==> src/rtl/collision_pkg.sv <==
// Shared types for the ball collision unit: edge codes and the frame-sync FSM states.
package collision_pkg;

  typedef logic [3:0] edge_code_t;

  localparam edge_code_t EDGE_TOP    = 4'b1000;
  localparam edge_code_t EDGE_RIGHT  = 4'b0100;
  localparam edge_code_t EDGE_BOTTOM = 4'b0010;
  localparam edge_code_t EDGE_LEFT   = 4'b0001;

  typedef enum logic {
    SYNC,
    ACCUM
  } col_state_t;

endpackage

==> src/rtl/collision_accum.sv <==
// Per-target edge accumulator with saturating overlap counter and commit register.
// Optional per-target holdoff after a nonzero commit is enabled by COLLISION_HOLDOFF_EN.
module collision_accum
  import collision_pkg::*;
#(
  parameter int MIN_OVERLAP    = 4,
  parameter int CNT_W          = 8,
  parameter int HOLDOFF_FRAMES = 2
) (
  input  logic       clk,
  input  logic       resetN,
  input  logic       hit,
  input  edge_code_t hit_edge,
  input  logic       commit,
  input  logic       clear,
  output edge_code_t code
);

  edge_code_t       acc_reg;
  edge_code_t       acc_next;
  logic [CNT_W-1:0] cnt_reg;
  logic [CNT_W-1:0] cnt_next;
  edge_code_t       commit_code;
  logic             hit_eff;

`ifdef COLLISION_HOLDOFF_EN
  localparam int HW = (HOLDOFF_FRAMES < 1) ? 1 : $clog2(HOLDOFF_FRAMES + 1);
  logic [HW-1:0] holdoff_reg;

  assign hit_eff = hit && (holdoff_reg == '0);

  always_ff @(posedge clk) begin
    if (!resetN) begin
      holdoff_reg <= '0;
    end else if (commit || clear) begin
      if (holdoff_reg != '0)
        holdoff_reg <= holdoff_reg - 1'b1;
      else if (commit && (commit_code != '0))
        holdoff_reg <= HW'(HOLDOFF_FRAMES);
    end
  end
`else
  assign hit_eff = hit;
`endif

  // The end_of_frame pixel itself belongs to the ending frame, so commit uses *_next.
  always_comb begin
    acc_next = acc_reg | (hit_eff ? hit_edge : 4'b0000);
    cnt_next = cnt_reg;
    if (hit_eff && (cnt_reg != '1))
      cnt_next = cnt_reg + 1'b1;
    commit_code = (int'(cnt_next) >= MIN_OVERLAP) ? acc_next : 4'b0000;
`ifdef COLLISION_HOLDOFF_EN
    if (holdoff_reg != '0)
      commit_code = 4'b0000;
`endif
  end

  always_ff @(posedge clk) begin
    if (!resetN) begin
      acc_reg <= '0;
      cnt_reg <= '0;
      code    <= '0;
    end else if (commit || clear) begin
      acc_reg <= '0;
      cnt_reg <= '0;
      if (commit)
        code <= commit_code;
    end else begin
      acc_reg <= acc_next;
      cnt_reg <= cnt_next;
    end
  end

endmodule

==> src/rtl/collision_unit.sv <==
// Collects ball/border and ball/player overlaps per frame and commits edge codes at end_of_frame.
// Define COLLISION_HOLDOFF_EN to suppress a target for HOLDOFF_FRAMES frames after a nonzero commit.
module collision_unit
  import collision_pkg::*;
#(
  parameter int MIN_OVERLAP    = 4,
  parameter int CNT_W          = 8,
  parameter int HOLDOFF_FRAMES = 2
) (
  input  logic       clk_25,
  input  logic       resetN,
  input  logic       end_of_frame,
  input  logic       ball_draw_request,
  input  edge_code_t ball_hit_edge,
  input  logic       frame_draw_request,
  input  logic       player_draw_request,
  output edge_code_t frame_collision,
  output edge_code_t player_collision,
  output logic       collision_valid
);

  col_state_t state_reg;
  col_state_t state_next;
  logic       commit;
  logic       clear;
  logic       commit_d_reg;

  always_ff @(posedge clk_25) begin
    if (!resetN) begin
      state_reg    <= SYNC;
      commit_d_reg <= 1'b0;
    end else begin
      state_reg    <= state_next;
      commit_d_reg <= commit;
    end
  end

  // The first frame after reset is partial, so SYNC only clears on end_of_frame.
  always_comb begin
    state_next = state_reg;
    commit     = 1'b0;
    clear      = 1'b0;
    case (state_reg)
      SYNC: begin
        if (end_of_frame) begin
          clear      = 1'b1;
          state_next = ACCUM;
        end
      end
      ACCUM: begin
        commit = end_of_frame;
      end
      default: state_next = SYNC;
    endcase
  end

  assign collision_valid = commit_d_reg && ((frame_collision | player_collision) != 4'b0000);

  collision_accum #(
    .MIN_OVERLAP   (MIN_OVERLAP),
    .CNT_W         (CNT_W),
    .HOLDOFF_FRAMES(HOLDOFF_FRAMES)
  ) u_frame_accum (
    .clk     (clk_25),
    .resetN  (resetN),
    .hit     (ball_draw_request && frame_draw_request),
    .hit_edge(ball_hit_edge),
    .commit  (commit),
    .clear   (clear),
    .code    (frame_collision)
  );

  collision_accum #(
    .MIN_OVERLAP   (MIN_OVERLAP),
    .CNT_W         (CNT_W),
    .HOLDOFF_FRAMES(HOLDOFF_FRAMES)
  ) u_player_accum (
    .clk     (clk_25),
    .resetN  (resetN),
    .hit     (ball_draw_request && player_draw_request),
    .hit_edge(ball_hit_edge),
    .commit  (commit),
    .clear   (clear),
    .code    (player_collision)
  );

endmodule

==> config.mk <==
export PLATFORM = sky130hd
export DESIGN_NAME = collision_unit
export DESIGN_NICKNAME = d
export VERILOG_FILES = /design/src/rtl/collision_pkg.sv /design/src/rtl/collision_accum.sv /design/src/rtl/collision_unit.sv
export SDC_FILE = /design/constraint.sdc
export NUM_CORES = 1
export LEC_CHECK = 0
export ABC_AREA = 1
export BUFFER_PORTS_ARGS = -buffer_cell sky130_fd_sc_hd__buf_2
export CELL_PAD_IN_SITES_DETAIL_PLACEMENT = 0
export CELL_PAD_IN_SITES_GLOBAL_PLACEMENT = 1
export CORE_UTILIZATION = 37
export DETAILED_ROUTE_END_ITERATION = 6
export HOLD_SLACK_MARGIN = 0.15
export PLACE_DENSITY = 0.83
export REMOVE_ABC_BUFFERS = 1
export SETUP_SLACK_MARGIN = 0.2
export SLEW_MARGIN = 20
export SYNTH_ARGS = -nofsm -noshare
export SYNTH_HDL_FRONTEND = slang
export SYNTH_SLANG_ARGS = --single-unit
==> constraint.sdc <==
create_clock -name clk_25 -period 1.4 [get_ports clk_25]
set_input_delay 0.07 -clock clk_25 [delete_from_list [all_inputs] [get_ports clk_25]]
set_output_delay 0.07 -clock clk_25 [all_outputs]
set_load 0.01 [all_outputs]
==> results.cfg, run 1 <==
[power]
power.static_leakage_uw = 0.00110
vdd_ir_drop_max_mv = 0.755
power.density_cell_area_mw_per_mm2 = 813

[critical_path]
critPathCaptureType = register
setup_crit_start_kind = register
worst-endpoint-arrival_ns = 1.69
worst_path_largest_cell_delay_ns = 0.35
library_cell_appearing_most_often_on_the_critical_path = sky130_fd_sc_hd__nand2_4
path_class = reg2reg
cp_max_fo = 8
crit_required_ns = 1.58
crit_slowest_cell = sky130_fd_sc_hd__dfxtp_2
timing.critical_path.cells = ha_4, inv_2, nor2_4, nand2_4, nand3_4, nand2_4, nor2_4, nand2_4, o21ai_2, a21oi_1

[synthesis]
synth_top_cell_area_share = 0.392
synth_enable_flop_cells = 0
ys.flop_type = sky130_fd_sc_hd__dfxtp_1
asyncSetResetFlopFracSynth = 0
avg_cell_area_syn_um2 = 6.95
synth_seq_area_share = 0.392
synth.ff_latch_count = 34
post_synth_num_cell_types = 23
synth_area_leaders = sky130_fd_sc_hd__dfxtp_1 (39%), sky130_fd_sc_hd__nand2_1 (13%), sky130_fd_sc_hd__nor2_1 (7.3%)
yosysWarningCount = 0
synth_top_cell_by_area = sky130_fd_sc_hd__dfxtp_1
synth_area_mm2 = 0.00174
syn-instance-count = 250

[drt]
antenna_left = 0
detail_route.wirelength_mm = 4.21
drcViolationCount = 2
detailroute.via_count = 1684
detail_route.first_pass.iterations = 6
vias_per_cell = 4.65
routed_wire_length_per_instance_um = 11.6
drt_first_iter_violations = 77

[clocking]
tritoncts = built
cts.sink_count = 34
root_buffer = sky130_fd_sc_hd__clkbuf_8
buffer_levels_on_the_longest_clock_path = 2
path_clk_slew_ns = 0.07
cts_max_level = 2
clk-insertion-delay-late_ns = 0.28
cts-buffers-inserted = 5

[layout]
drive_gt1_frac = 0.461
fillerInstances = 404
areaGrowthSynthToFinish_pct = 48.0
seq_area_um2 = 696
multi_input_comb_area_mm2 = 0.00115
num_antenna_cells = 0
layout.nets = 322
layout.cells.non_filler = 362

[global_route]
grt_max_degree = 22
global_route_wire_length_before_repair_mm = 7.00
grt_antenna_before_repair = 0
grt_pass1_vias = 1569
global_route_overflow = 0
grt_util_all_layers = 0.178

[timing]
timing.max_slew.rel_slack = 0.805
worstMarginPinSlew_ns = 0.291
finalWorstSetupSlack_ns = -0.115
timing.final.crit_period_ns = 1.51
holdWs_ns = 0.165
finalHoldViolCount = 0
clock-skew-final_ns = 0.00829
fin_tns_setup_ns = -0.712
report.final.slew_viol_count = 0
rsz0062_at_grt = yes
fmax_mhz = 660
post-route-period-util = 1.08
setup_viol = 11

[floorplanning]
num_io_pins = 19
placement_rows = 24
core_area_mm2 = 0.00444
floorplan.die.width_um = 70.5
start_util = 0.391
dieArea_mm2 = 0.00498
die_y_um = 70.5

[placed_design]
io_buffers = 18
placedCellCount = 342
finalWeightedCongestion = 0.775
detailed_place_hpwl_mm = 2.77

[flow_run]
cap_violations = 0

[run_status]
status = complete, but fails checks
failed_checks = design-rule violations, negative setup slack

[worst_hold_path]
timing.hold.worst.class = in2reg
-- what timing repair did --
action | CTS | global route
buffers inserted | 3 | 7
hold buffers | 1 | 0
pin swaps | 17 | 27
hold endpoints to repair | 3 | 0
endpoints found under the setup margin | 22 | 33
cloned | 0 | 2
gates resized for setup | 36 | 51
-- through the flow --
stage	worst slack [ns]	instance area, um2	power, uW	util
CTS	-0.103	2320	2080	0.521
floorplan	-0.0423	1710	1090	-
global route	-0.239	2570	2160	0.579
detailed placement	-0.184	2060	1150	0.463
global placement	-0.198	2060	1150	0.463
finish	-0.115	2570	2090	0.579
-- cell usage in the layout (no fill, tap or decap), drive strengths merged --
cell         instances
o21ai                8
nor2                43
buf                 54
o21bai              10
nand4                2
xor2                 2
clkbuf               6
dlygate4sd3          1
ha                   2
bufinv               1
inv                 34
nor4                 2
clkinvlp             3
nand2               72
xnor2                1
nand3               16
dfxtp               34
a21oi               18
a21boi               1
-- cell families after synthesis --
kind of cell / share of synthesized area
DFF: 0.392
xor gates and xnor gates: 0.0151
buffers and inverters: 0.0929
AOI/OAI and AO/OA: 0.122
and+or+nand+nor: 0.364
adders and majority gates: 0.0144
-- synth_stat cells, types with 3 or more instances --
| master | number |
|---|---|
| sky130_fd_sc_hd__nor2_4 | 3 |
| sky130_fd_sc_hd__nand3_1 | 14 |
| sky130_fd_sc_hd__dfxtp_1 | 34 |
| sky130_fd_sc_hd__o21ai_0 | 4 |
| sky130_fd_sc_hd__nand2_4 | 3 |
| sky130_fd_sc_hd__nand2_2 | 10 |
| sky130_fd_sc_hd__nor2_1 | 34 |
| sky130_fd_sc_hd__inv_1 | 33 |
| sky130_fd_sc_hd__o21ai_1 | 4 |
| sky130_fd_sc_hd__nor2_2 | 6 |
| sky130_fd_sc_hd__o21bai_1 | 10 |
| sky130_fd_sc_hd__nand2_1 | 59 |
| sky130_fd_sc_hd__a21oi_1 | 18 |
-- critical path, delay by kind of cell (launching register included) --
kind,cells,cell delay [ns]
adder cells (fa/ha/maj),1,0.14
AND/OR/NAND/NOR,6,0.65
AO/OA/AOI/OAI,2,0.21
buffers and inverters,1,0.04
flip-flops,1,0.35
-- power by group --
group | total, uW | internal (uW) | switching [uW]
registers | 988 | 979 | 8.79
logic | 184 | 77.7 | 106
clock network | 920 | 570 | 350
total | 2090 | 1630 | 466
-- layer usage --
metal / track usage / wire [um]
met1: 0.238 / 2020
met2: 0.288 / 2050
met3: 0.0313 / 77
met4: 0.0667 / 59
met5: 0 / 0
-- area by class of cell --
cell class                 count  share of cell area
multi-input combinational    177               0.446
timing repair buffer          55               0.156
clock inverter                 1              0.0117
clock buffer                   6              0.0321
sequential                    34               0.270
inverter                      35              0.0525
tap                           52              0.0253
timing repair inverter         2             0.00584
-- worst paths after layout --
kind,from,slack (ns),to,depth (start not counted)
setup reg to reg,u_player_accum.cnt_reg[1]$_SDFF_PP0_,-0.11,u_player_accum.code[0]$_SDFFE_PN0P_,10
hold / removal,ball_hit_edge[0],0.17,u_player_accum.acc_reg[0]$_SDFF_PP0_,5
hold reg to reg,u_player_accum.code[1]$_SDFFE_PN0P_,0.50,u_player_accum.code[1]$_SDFFE_PN0P_,2
setup / recovery,u_player_accum.cnt_reg[1]$_SDFF_PP0_,-0.11,u_player_accum.code[0]$_SDFFE_PN0P_,10
Power figures use the tool's default switching activity.
==> inputs of run 2 (changes only) <==
ABC_CLOCK_PERIOD_IN_PS = 1400   (was default)
CORE_UTILIZATION = 36   (was 37)
PLACE_DENSITY = 0.81   (was 0.83)
SYNTH_HIERARCHICAL = 1   (was default)
==> run 2 against run 1 <==
The run ends with negative setup slack left. Via count up 4.0%. Critical path depth stayed put. Wire length increased by 0.67%. Die area up 1.3%. Non-clock buffer count up 3. Global-route usage grew 0.85 points. Critical endpoint is now u_frame_accum/code[3]$_SDFFE_PN0P_. Largest cell class unchanged. Highest routed layer unchanged.
==> results.cfg, run 2 <==
[run_status]
status = complete, but fails checks
failed_checks = negative setup slack

[power]
clockPowerShare = 0.395
vdd_ir_drop_max_mv = 0.635
pwr-share-seq = 0.514
power.static_leakage_uw = 0.00113
power.share.combinational = 0.091
design_power_total_uw = 1910
total_switching_power_uw = 463
power.density_cell_area_mw_per_mm2 = 752
internal_power_uw = 1450
switching_share = 0.242

[placed_design]
dpl_worst_slack_ns = -0.114
detailed_place_hpwl_mm = 2.95
finalWeightedCongestion = 0.767
io_buffers = 18

[timing]
finalWorstSetupSlack_ns = -0.0761
worstMarginPinSlew_ns = 0.267
fmax_mhz = 677
rsz0062_at_grt = yes
post-route-period-util = 1.05
clock-skew-final_ns = 0.0108
finalHoldViolCount = 0
timing.final.crit_period_ns = 1.48
setup_viol = 9
report.final.slew_viol_count = 0
timing.max_slew.rel_slack = 0.821

[layout]
drive_gt1_frac = 0.428
final_cell_mix = sky130_fd_sc_hd__nand2_1 (69), sky130_fd_sc_hd__nor2_1 (35), sky130_fd_sc_hd__nand2_2 (28), sky130_fd_sc_hd__buf_4 (25), sky130_fd_sc_hd__inv_1 (23)
most_frequent_standard_cell_in_the_layout_excluding_fill_and_tap_cells = sky130_fd_sc_hd__nand2_1
areaGrowthSynthToFinish_pct = 48.4
layout.nets = 336
num_antenna_cells = 0

[synthesis]
ys.flop_type = sky130_fd_sc_hd__dfxtp_1
yosys.cell_count.top_type = sky130_fd_sc_hd__nand2_1
syn-instance-count = 263
avg_cell_area_syn_um2 = 6.51
synth_area_mm2 = 0.00171
post_synth_num_cell_types = 17
synth_enable_flop_cells = 0
yosys.area_share.simple = 0.416
synth_mux_area_frac = 0
synth_seq_area_share = 0.397
synth.top_cells.by_count = sky130_fd_sc_hd__nand2_1 (97), sky130_fd_sc_hd__nor2_1 (42), sky130_fd_sc_hd__dfxtp_1 (34)
synth_area_leaders = sky130_fd_sc_hd__dfxtp_1 (40%), sky130_fd_sc_hd__nand2_1 (21%), sky130_fd_sc_hd__nor2_1 (9.2%)
synth-compound-area-share = 0.0745
synth_xor_xnor_area_share = 0.0307
adder_cell_area_share_of_the_yosys_netlist = 0.0146
synth.ff_latch_count = 34
synth_top_cell_by_area = sky130_fd_sc_hd__dfxtp_1
largest_family_of_logic_cells_by_synthesized_area = simple AND/OR/NAND/NOR gates
asyncSetResetFlopFracSynth = 0
yosysWarningCount = 6
synth_top_cell_area_share = 0.397

[clocking]
cts_max_level = 2
tritoncts = built
path_clk_slew_ns = 0.07
clk-insertion-delay-late_ns = 0.29
cts-buffers-inserted = 5
cts.sink_count = 34
buffer_levels_on_the_longest_clock_path = 2
root_buffer = sky130_fd_sc_hd__clkbuf_8

[drt]
routed_wire_length_per_instance_um = 11.2
drt_first_iter_violations = 71
drcViolationCount = 0
antenna_left = 0
detail_route.first_pass.iterations = 4
vias_per_cell = 4.64
detailroute.via_count = 1751
detail_route.wirelength_mm = 4.23

[floorplanning]
placement_rows = 24
floorplan.die.width_um = 71.0
dieArea_mm2 = 0.00504
die_y_um = 71.0
core_area_mm2 = 0.00447
num_io_pins = 19
start_util = 0.383

[global_route]
global_route_wire_length_before_repair_mm = 7.26
global_route_overflow = 0
grt_pass1_vias = 1687
grt_antenna_before_repair = 0
grt_max_degree = 13
grt_util_all_layers = 0.186

[critical_path]
timing.critical_path.cells = ha_4, inv_2, nor2_4, nand2_2, nand3_2, nand2_2, nor2_4, nand3_2, nand2_1, nand2_1
cp_max_fo = 4
worst_path_largest_cell_delay_ns = 0.36
worst_path_dominant_cell_family = simple AND/OR/NAND/NOR gates
worst-endpoint-arrival_ns = 1.66
crit_slowest_cell = sky130_fd_sc_hd__dfxtp_2
critPathCaptureType = register
cp.buffers_inverters = 1
path_class = reg2reg
crit_required_ns = 1.58
setup_crit_start_kind = register

[worst_hold_path]
timing.hold.worst.class = in2reg

[flow_run]
cap_violations = 0
[run 2: per-layer routing]
metal / track usage / up-vias / share of wire
met5: 0 / - / 0
met2: 0.318 / 22 / 0.48
li1: - / 933 / -
met3: 0.0556 / 4 / 0.038
met4: 0.0600 / 0 / 0.012
met1: 0.224 / 792 / 0.47
[run 2: area by class of cell]
type	instances	area, um2
fillers	443	1930
inverters	26	97.6
clock inverters	1	5.00
repair buffers	58	439
clock buffers	7	86.3
well taps	52	65.1
flip-flops and latches	34	703
multi-input cells	199	1150
[run 2: repair_timing]
item                                   CTS  global route
hold buffers                             6             0
pin swaps                               25            31
endpoints found under the hold margin   10             0
gates resized for setup                 48            40
buffers inserted                         2             4
gates cloned                             0             0
setup endpoints to repair               22            31
[run 2: logic make-up (layout without fill, tap and decap cells)]
kind of cell / Yosys count / in the layout
buf+inv: 30 / 92
compound gates: 24 / 24
simple gates: 167 / 167
xor+xnor: 6 / 6
fa+ha+maj: 2 / 2
flops: 34 / 34
[run 2: path summary, 6_finish.rpt]
kind | start | endpoint | slack [ns] | cells after the start
setup / recovery | u_frame_accum/cnt_reg[0]$_SDFF_PP0_ | u_frame_accum/code[3]$_SDFFE_PN0P_ | -0.08 | 10
hold / removal | frame_draw_request | u_frame_accum/acc_reg[1]$_SDFF_PP0_ | 0.26 | 5
setup reg to reg | u_frame_accum/cnt_reg[0]$_SDFF_PP0_ | u_frame_accum/code[3]$_SDFFE_PN0P_ | -0.08 | 10
hold reg to reg | u_frame_accum/acc_reg[1]$_SDFF_PP0_ | u_frame_accum/acc_reg[1]$_SDFF_PP0_ | 0.46 | 2
[run 2: power groups by stage]
| stage | logic [uW] | clock network [uW] | registers, uW |
|---|---|---|---|
| floorplan | 66.3 | 0 | 1010 |
| global placement | 137 | 0 | 1010 |
| detailed placement | 137 | 0 | 1010 |
| CTS | 165 | 766 | 987 |
| global route | 193 | 814 | 983 |
| finish | 174 | 755 | 982 |
[run 2: worst register-to-register path: stages (launching register included)]
cell,delay [ns]
sky130_fd_sc_hd__dfxtp_2,0.36
sky130_fd_sc_hd__ha_4,0.18
sky130_fd_sc_hd__inv_2,0.05
sky130_fd_sc_hd__nor2_4,0.15
sky130_fd_sc_hd__nand2_2,0.10
sky130_fd_sc_hd__nand3_2,0.09
sky130_fd_sc_hd__nand2_2,0.07
sky130_fd_sc_hd__nor2_4,0.11
sky130_fd_sc_hd__nand3_2,0.13
sky130_fd_sc_hd__nand2_1,0.08
sky130_fd_sc_hd__nand2_1,0.05
[run 2: through the flow]
step	hold WS, ns	util	instance area (um2)	TNS [ns]	instances
CTS	0.277	0.534	2390	-0.0314	373
global route	0.365	0.568	2540	-1.33	377
detailed placement	0.323	0.461	2060	-0.801	357
floorplan	0.191	-	1700	0	259
finish	0.265	0.568	2540	-0.346	377
global placement	0.312	0.461	2060	-0.702	357
